[config.mk]
export PLATFORM = sky130hd
export DESIGN_NAME = reu_dma_sequencer
export DESIGN_NICKNAME = d
export VERILOG_FILES = /design/src/rtl/reu_dma_sequencer.sv
export SDC_FILE = /design/constraint.sdc
export NUM_CORES = 1
export LEC_CHECK = 0
export CAP_MARGIN = 20
export CORE_MARGIN = 4
export CORE_UTILIZATION = 69
export CTS_CLUSTER_SIZE = 16
export DETAILED_ROUTE_END_ITERATION = 10
export DONT_BUFFER_PORTS = 1
export PLACE_DENSITY = 0.85
export SLEW_MARGIN = 20
export SYNTH_ARGS = -nofsm -noshare
export SYNTH_HDL_FRONTEND = slang
export SYNTH_SLANG_ARGS = --single-unit
[constraint.sdc]
create_clock -name clk -period 6.2 [get_ports clk]
set_clock_uncertainty 0.2 [all_clocks]
set_input_delay 1.55 -clock clk [delete_from_list [all_inputs] [get_ports clk]]
set_output_delay 1.55 -clock clk [all_outputs]
set_load 0.05 [all_outputs]
[src/rtl/reu_dma_sequencer.sv]
// reu_dma_sequencer: moves byte blocks between C64 memory and REU RAM.
// Takes the C64 bus by DMA, runs one C64 bus cycle per byte, and
// exchanges each byte with REU RAM over a req/ack port.
// Modes: stash (C64->REU), fetch (REU->C64), verify (compare, stop on mismatch).
// Ports:
//   clk, rst                     clock, synchronous active-high reset
//   start, mode, c64_base,       transfer launch and configuration
//   reu_base, length,
//   fix_c64, fix_reu
//   cyc_start, cyc_end, ba, d_d  C64 bus cycle strobes, bus available, read data
//   dma, a_q, a_oe, rw_out,      C64 bus request and driven address/data/R-W
//   d_q, d_oe
//   ram_req, ram_we, ram_addr,   REU RAM request port
//   ram_wdata, ram_rdata, ram_ack
//   busy, done, verify_err       status
//   c64_cur, reu_cur, len_cur    live counters for register readback
module reu_dma_sequencer #(
   parameter int unsigned REU_AW = 24
) (
   input  logic              clk,
   input  logic              rst,
   input  logic              start,
   input  logic [1:0]        mode,
   input  logic [15:0]       c64_base,
   input  logic [REU_AW-1:0] reu_base,
   input  logic [15:0]       length,
   input  logic              fix_c64,
   input  logic              fix_reu,
   input  logic              cyc_start,
   input  logic              cyc_end,
   input  logic              ba,
   input  logic [7:0]        d_d,
   output logic              dma,
   output logic [15:0]       a_q,
   output logic              a_oe,
   output logic              rw_out,
   output logic [7:0]        d_q,
   output logic              d_oe,
   output logic              ram_req,
   output logic              ram_we,
   output logic [REU_AW-1:0] ram_addr,
   output logic [7:0]        ram_wdata,
   input  logic [7:0]        ram_rdata,
   input  logic              ram_ack,
   output logic              busy,
   output logic              done,
   output logic              verify_err,
   output logic [15:0]       c64_cur,
   output logic [REU_AW-1:0] reu_cur,
   output logic [16:0]       len_cur
);

   localparam int unsigned LEN_W = 17;

   localparam logic [1:0] MODE_STASH  = 2'b00;
   localparam logic [1:0] MODE_FETCH  = 2'b01;
   localparam logic [1:0] MODE_RSVD   = 2'b10;
   localparam logic [1:0] MODE_VERIFY = 2'b11;

   // *_WAIT: waiting for a usable bus cycle; *_ACT: owning it until cyc_end
   typedef enum logic [3:0] {
      S_IDLE,
      S_RD_WAIT,
      S_RD_ACT,
      S_WR_WAIT,
      S_WR_ACT,
      S_RAM_RD,
      S_RAM_WR,
      S_NEXT,
      S_DONE
   } state_t;

   state_t            state_q, state_d;
   logic [1:0]        mode_q, mode_d;
   logic              fix_c64_q, fix_c64_d;
   logic              fix_reu_q, fix_reu_d;
   logic [7:0]        c64_byte_q, c64_byte_d;
   logic [7:0]        ram_byte_q, ram_byte_d;

   logic              dma_d, a_oe_d, rw_out_d, d_oe_d;
   logic [15:0]       a_q_d;
   logic [7:0]        d_q_d;
   logic              ram_req_d, ram_we_d;
   logic [REU_AW-1:0] ram_addr_d;
   logic [7:0]        ram_wdata_d;
   logic              busy_d, done_d, verify_err_d;
   logic [15:0]       c64_cur_d;
   logic [REU_AW-1:0] reu_cur_d;
   logic [LEN_W-1:0]  len_cur_d;

   logic              launch;
   logic [REU_AW-1:0] launch_addr;
   logic [15:0]       c64_inc;
   logic [REU_AW-1:0] reu_inc;

   // Next-state and next-output logic
   always_comb begin
      state_d      = state_q;
      mode_d       = mode_q;
      fix_c64_d    = fix_c64_q;
      fix_reu_d    = fix_reu_q;
      c64_byte_d   = c64_byte_q;
      ram_byte_d   = ram_byte_q;
      dma_d        = dma;
      a_q_d        = a_q;
      a_oe_d       = a_oe;
      rw_out_d     = rw_out;
      d_q_d        = d_q;
      d_oe_d       = d_oe;
      ram_req_d    = ram_req;
      ram_we_d     = ram_we;
      ram_addr_d   = ram_addr;
      ram_wdata_d  = ram_wdata;
      busy_d       = busy;
      done_d       = 1'b0;
      verify_err_d = verify_err;
      c64_cur_d    = c64_cur;
      reu_cur_d    = reu_cur;
      len_cur_d    = len_cur;
      launch       = 1'b0;
      launch_addr  = reu_cur;
      c64_inc      = fix_c64_q ? c64_cur : c64_cur + 16'd1;
      reu_inc      = fix_reu_q ? reu_cur : reu_cur + REU_AW'(1);

      case (state_q)
         S_IDLE: begin
            if (start) begin
               mode_d       = mode;
               fix_c64_d    = fix_c64;
               fix_reu_d    = fix_reu;
               c64_cur_d    = c64_base;
               reu_cur_d    = reu_base;
               len_cur_d    = (length == 16'd0) ? LEN_W'(17'h1_0000) : {1'b0, length};
               busy_d       = 1'b1;
               verify_err_d = 1'b0;
               if (mode == MODE_RSVD) begin
                  state_d = S_DONE;
               end else begin
                  dma_d       = 1'b1;
                  launch      = 1'b1;
                  launch_addr = reu_base;
               end
            end
         end
         S_RD_WAIT: begin
            if (cyc_start && ba) begin
               a_q_d    = c64_cur;
               a_oe_d   = 1'b1;
               rw_out_d = 1'b1;
               state_d  = S_RD_ACT;
            end
         end
         S_RD_ACT: begin
            if (cyc_end) begin
               a_oe_d     = 1'b0;
               c64_byte_d = d_d;
               if (mode_q == MODE_STASH) begin
                  ram_req_d   = 1'b1;
                  ram_we_d    = 1'b1;
                  ram_addr_d  = reu_cur;
                  ram_wdata_d = d_d;
                  state_d     = S_RAM_WR;
               end else begin
                  state_d = S_NEXT;
               end
            end
         end
         S_WR_WAIT: begin
            if (cyc_start && ba) begin
               a_q_d    = c64_cur;
               d_q_d    = ram_byte_q;
               a_oe_d   = 1'b1;
               d_oe_d   = 1'b1;
               rw_out_d = 1'b0;
               state_d  = S_WR_ACT;
            end
         end
         S_WR_ACT: begin
            if (cyc_end) begin
               a_oe_d   = 1'b0;
               d_oe_d   = 1'b0;
               rw_out_d = 1'b1;
               state_d  = S_NEXT;
            end
         end
         S_RAM_WR: begin
            if (ram_ack) begin
               ram_req_d = 1'b0;
               state_d   = S_NEXT;
            end
         end
         S_RAM_RD: begin
            if (ram_ack) begin
               ram_req_d  = 1'b0;
               ram_byte_d = ram_rdata;
               state_d    = (mode_q == MODE_FETCH) ? S_WR_WAIT : S_RD_WAIT;
            end
         end
         S_NEXT: begin
            // Counters advance even for the byte that fails verification
            len_cur_d = len_cur - LEN_W'(1);
            c64_cur_d = c64_inc;
            reu_cur_d = reu_inc;
            if (mode_q == MODE_VERIFY && c64_byte_q != ram_byte_q) begin
               verify_err_d = 1'b1;
               state_d      = S_DONE;
            end else if (len_cur == LEN_W'(1)) begin
               state_d = S_DONE;
            end else begin
               launch      = 1'b1;
               launch_addr = reu_inc;
            end
         end
         S_DONE: begin
            dma_d   = 1'b0;
            busy_d  = 1'b0;
            done_d  = 1'b1;
            state_d = S_IDLE;
         end
         default: begin
            state_d = S_IDLE;
         end
      endcase

      // First step of a byte: stash starts on the C64 side, others at REU RAM
      if (launch) begin
         if (mode_d == MODE_STASH) begin
            state_d = S_RD_WAIT;
         end else begin
            ram_req_d  = 1'b1;
            ram_we_d   = 1'b0;
            ram_addr_d = launch_addr;
            state_d    = S_RAM_RD;
         end
      end
   end

   // State, datapath and output registers
   always_ff @(posedge clk) begin
      if (rst) begin
         state_q    <= S_IDLE;
         mode_q     <= MODE_STASH;
         fix_c64_q  <= 1'b0;
         fix_reu_q  <= 1'b0;
         c64_byte_q <= 8'd0;
         ram_byte_q <= 8'd0;
         dma        <= 1'b0;
         a_q        <= 16'd0;
         a_oe       <= 1'b0;
         rw_out     <= 1'b1;
         d_q        <= 8'd0;
         d_oe       <= 1'b0;
         ram_req    <= 1'b0;
         ram_we     <= 1'b0;
         ram_addr   <= '0;
         ram_wdata  <= 8'd0;
         busy       <= 1'b0;
         done       <= 1'b0;
         verify_err <= 1'b0;
         c64_cur    <= 16'd0;
         reu_cur    <= '0;
         len_cur    <= '0;
      end else begin
         state_q    <= state_d;
         mode_q     <= mode_d;
         fix_c64_q  <= fix_c64_d;
         fix_reu_q  <= fix_reu_d;
         c64_byte_q <= c64_byte_d;
         ram_byte_q <= ram_byte_d;
         dma        <= dma_d;
         a_q        <= a_q_d;
         a_oe       <= a_oe_d;
         rw_out     <= rw_out_d;
         d_q        <= d_q_d;
         d_oe       <= d_oe_d;
         ram_req    <= ram_req_d;
         ram_we     <= ram_we_d;
         ram_addr   <= ram_addr_d;
         ram_wdata  <= ram_wdata_d;
         busy       <= busy_d;
         done       <= done_d;
         verify_err <= verify_err_d;
         c64_cur    <= c64_cur_d;
         reu_cur    <= reu_cur_d;
         len_cur    <= len_cur_d;
      end
   end

endmodule

---- After elaboration in Yosys (flattened, before gate mapping) ----
Index checks and enable logic that the tools add are counted.
word-level totals
  word-level logic and storage cells ...... 153
  input port bits ......................... 83
  register bits after elaboration ......... 146
cells by class
  equality and inequality tests ........... 31
  multiplexer cells ....................... 68
  reduce and logical (&&, ||, !) cells .... 29
  $add $sub $neg .......................... 3
operators by type and width
  cell                                                                    number
  24-bit 2-to-1 mux                                                       11
  24-bit case mux with 2 select lines                                     2
  4-bit 2-to-1 mux                                                        11
  17-bit 2-to-1 mux                                                       2
  17-bit case mux with 2 select lines                                     1
  16-bit 2-to-1 mux                                                       2
  16-bit case mux with 2 select lines                                     1
  4-bit case mux with 8 select lines                                      1
  1-bit 2-to-1 mux                                                        25
  24-bit by 1-bit adder with 24-bit output, second input constant         1
  3-bit != test, second input constant                                    8
  3-bit AND reduction                                                     6
  17-bit by 1-bit equality test with 1-bit output, second input constant  1
  17-bit by 1-bit subtractor with 17-bit output, second input constant    1
  16-bit by 1-bit adder with 16-bit output, second input constant         1
  4-bit by 3-bit equality test with 1-bit output, second input constant   4
  16-bit logical NOT                                                      1
  2-bit != test, second input constant                                    7
  1-bit case mux with 2 select lines                                      7
  2-bit AND reduction                                                     7
  9-bit AND reduction                                                     1
  4-bit by 2-bit equality test with 1-bit output, second input constant   2
  8-bit != test                                                           1
  2-bit nonzero test                                                      4
  other kinds (15)                                                        23

---- Depth between registers and ports, before layout ----
  word-level depth ........................ 7
  depth in mapped cells ................... 9
  gate-level depth less buffers ........... 8

---- Least setup slack after synthesis ----
No wires, ideal clock.
  kind .................................... input to register
  start point ............................. in start
  end point ............................... reg c64_cur[10]
  library setup time ...................... 0.136 ns
  cell stages on the path ................. 7
  buffers on the path ..................... 2
  path slack .............................. 2.921 ns
  data arrival time ....................... 2.944 ns
  cell sequence ........................... or4b_1 > a21o_1 > buf_2 > a21o_1 > buf_2 > a211oi_1 > nor3_1
between the ends
  word-level cells in the longest chain between the ends .. 2
RTL lines
  what                                  RTL line  source
  start, declared                       22        input logic start,
  2-bit != test (no source line)        -
  3-bit AND reduction (no source line)  -
  end signal, assigned                  283       c64_cur <= c64_cur_d;
  end, declared                         48        output logic [15:0] c64_cur,
Every way passes these cells.
A chain may end at the register's enable or synchronous reset.

---- Worst setup path in the final report ----
  start point ............................. in start
  end point ............................... reg c64_cur[4]
Same word-level chain as after synthesis.

==> impl_metrics.py <==
metrics = {
    "run_status": {
        "status": "completed",
    },
    "clock_network": {
        "cts-root-to-sink-buffers": 2,
        "cts_made_buffers": 17,
        "clk_latency_ns": 0.42,
        "cts_resized": 0,
        "cts_sinks": 146,
        "cts.clk_slew.worst_paths_ns": 0.06,
        "cts_setup_buffers": 0,
        "cts-htree-levels": 4,
        "cts_tree": "yes",
        "ctsRootBufferMaster": "clkbuf_16",
        "ctsHoldBuffers": 0,
    },
    "die": {
        "core-area_sq_um": 10900,
        "row_count": 38,
        "io_pins": 205,
        "start_util": 0.708,
        "dieArea_sq_um": 13000,
        "die_y_um": 114,
        "die_x_um": 114,
    },
    "synth": {
        "synth_top_area_frac": 0.377,
        "synth_edf_count": 0,
        "syn-cell-area_sq_um": 7740,
        "yosysSeqAreaShare": 0.377,
        "synth_nets": 1052,
        "yosys-top-cells-area": "dfxtp_1 38%, a21oi_1 6.6%, nand2_1 5.8%",
        "synthMostInstantiatedCell": "dfxtp_1",
        "ys_types": 69,
        "synth.yosys.warnings": 0,
        "synthTopCellsByCount": "146 x dfxtp_1, 120 x nand2_1, 112 x nor2_1, 102 x a21oi_1, 60 x o21ai_0",
        "synth-main-ff-cell": "dfxtp_1",
        "yosysTopAreaCell": "dfxtp_1",
        "avgSynthCellArea_sq_um": 8.03,
        "synth_async_sr_flop_share": 0,
        "syn_inst": 965,
        "ys_seq_elements": 146,
    },
    "critical_path": {
        "cp.arrival_ns": 3.47,
        "start_kind": "primary input",
        "ff2ff_setup_slack_ns": 2.86,
        "max_stage_delay_ns": 0.50,
        "worst_path_max_delay_cell": "or4b_1",
        "required_ns": 6.32,
        "crit_type": "in2reg",
        "endpoint_kind": "flop",
        "crit_chain": "or4b_1 -> a21o_1 -> buf_4 -> a21oi_4 -> o21ai_0 -> a21oi_1 -> nor2_1",
        "crit_fanout": 45,
    },
    "cells_and_area": {
        "area_growth_pct": 6.24,
        "drive_gt1_frac": 0.0823,
        "n_fill_cell": 794,
        "n_antenna_cell": 0,
        "fin_nets": 997,
    },
    "power_and_ir_drop": {
        "irDropWorstVdd_uv": 389,
        "p_leak_nw": 3.02,
        "pwr-share-comb": 0.242,
        "power_frac_clock": 0.274,
        "power_mw": 3.87,
        "p_sw_frac": 0.454,
        "powerDensity_nw_per_um2": 470,
        "p_int_mw": 2.11,
        "p_switching_mw": 1.76,
        "p_seq_frac": 0.484,
    },
    "global_routing": {
        "grt_pass1_wl_um": 34800,
        "grt_antenna_before_repair": 0,
        "grt_remaining_overflow": 0,
        "grt_max_degree": 139,
        "grt_use_total": 0.329,
        "first_global_vias": 6916,
    },
    "place": {
        "portBuffers": 0,
        "globalplace.congestion": 0.873,
        "dp_hpwl_um": 14700,
        "pre_cts_ws_ns": 2.25,
    },
    "sta": {
        "max_freq_mhz": 298,
        "setup_viol": 0,
        "finalSetupTns_ns": 0,
        "finalCriticalPeriod_ns": 3.35,
        "slew_headroom": 0.245,
        "slew_viol_final": 0,
        "finalCritPeriodShare": 0.540,
        "hold_violations": 0,
        "setup_ws_ns": 2.85,
        "rsz0062_at_grt": "no",
        "worst_pin_slew_ns": 1.13,
    },
    "routing": {
        "drtIter0Drc": 892,
        "detail-route-antenna-nets": 0,
        "drt-total-wl_um": 21900,
        "vias": 7289,
        "drt-pass1-iter-count": 6,
        "avgRoutedWirePerCell_um": 20.6,
        "vias_per_cell": 6.86,
        "route.detailed.drc": 0,
    },
    "job": {
        "cap_violations": 0,
    },
    "min_path": {
        "worstHoldPathType": "reg2reg",
    },
}
## state kept, by name (all words and copies together) (netlist names), 2 cells and up
name / flops
state_q: 4
ram_byte_q: 8
ram_wdata: 8
len_cur: 17
mode_q: 2
a_q: 16
c64_byte_q: 8
ram_addr: 24
d_q: 8
c64_cur: 16
reu_cur: 24
## through the flow
stage | cells | instance area [sq um] | hold WS [ns] | utilization
2_1_floorplan | 965 | 7740 | 0.257 | -
6_report | 1063 | 8230 | 0.278 | 0.752
4_1_cts | 1063 | 8220 | 0.278 | 0.751
3_3_place_gp | 1031 | 7610 | 0.270 | 0.696
3_5_place_dp | 1031 | 7610 | 0.276 | 0.696
5_1_grt | 1063 | 8230 | 0.307 | 0.752
## worst max-delay path, delay by kind of cell
family / cells / cell delay (ns)
AND/OR/NAND/NOR: 2 / 0.56
AO/OA/AOI/OAI: 4 / 1.04
buffers and inverters: 1 / 0.30
## final cells by class
type,instances,area (sq um),share of cell area
multi-input combinational,726,4430,0.538
sequential,146,2920,0.355
clock buffer,18,429,0.0522
clock inverter,14,180,0.0219
tap,140,175,0.0213
inverter,13,48.8,0.00593
timing repair buffer,6,45.0,0.00547
## cells in the final DEF (no fill, tap or decap), drive strengths merged, types with 3 or more instances in the layout
cell type and n:
a21oi 104, o22ai 10, a211oi 16, nor3b 4, clkinv 3, inv 16
nand2 122, a2bb2oi 4, dfxtp 146, nand2b 3, nand4b 4, nand3 33
nor2 112, a221oi 27, and3 12, a22oi 14, nor3 25, o211ai 4
nand4 13, and2 3, ha 4, a21o 7, a22o 9, xnor2 22
o21ai 60, clkbuf 18, clkinvlp 5, or4 5, buf 6, a31oi 6
xor2 10, nor2b 5, o31ai 7, bufinv 3, mux2i 42, nor4 15
## logic make-up after synthesis
logic type / count (synthesis) / synth area share
flops: 146 / 0.377
buf+inv: 93 / 0.0531
compound gates: 282 / 0.245
fa+ha+maj: 4 / 0.00646
mux: 44 / 0.0577
simple gates: 364 / 0.224
xor+xnor: 32 / 0.0362
## routing by layer
layer	track usage	wire length, um
met5	0	0
met4	0.146	741
met3	0.105	2480
met2	0.531	10400
met1	0.403	8330
## power by group through the flow
stage                     registers [mW]  logic [mW]  clock network, mW
final                               1.87       0.934               1.06
after global routing                1.90        1.04               1.10
after CTS                           1.86       0.921               1.07
after detailed placement            1.88       0.913                  0
after global placement              1.87       0.867                  0
after floorplan                     1.74       0.856                  0
## path summary, 6_finish.rpt
path | from | to | depth (start not counted)
max | start | c64_cur[4]$_SDFFE_PP0P_ | 7
min | ram_byte_q[5]$_SDFFE_PP0P_ | d_q[5]$_SDFFE_PP0P_ | 2
max reg2reg | len_cur[10]$_SDFFE_PP0P_ | ram_addr[23]$_SDFF_PP0_ | 7
min reg2reg | ram_byte_q[5]$_SDFFE_PP0P_ | d_q[5]$_SDFFE_PP0P_ | 2
No activity file was read; power rests on OpenSTA's default activity.
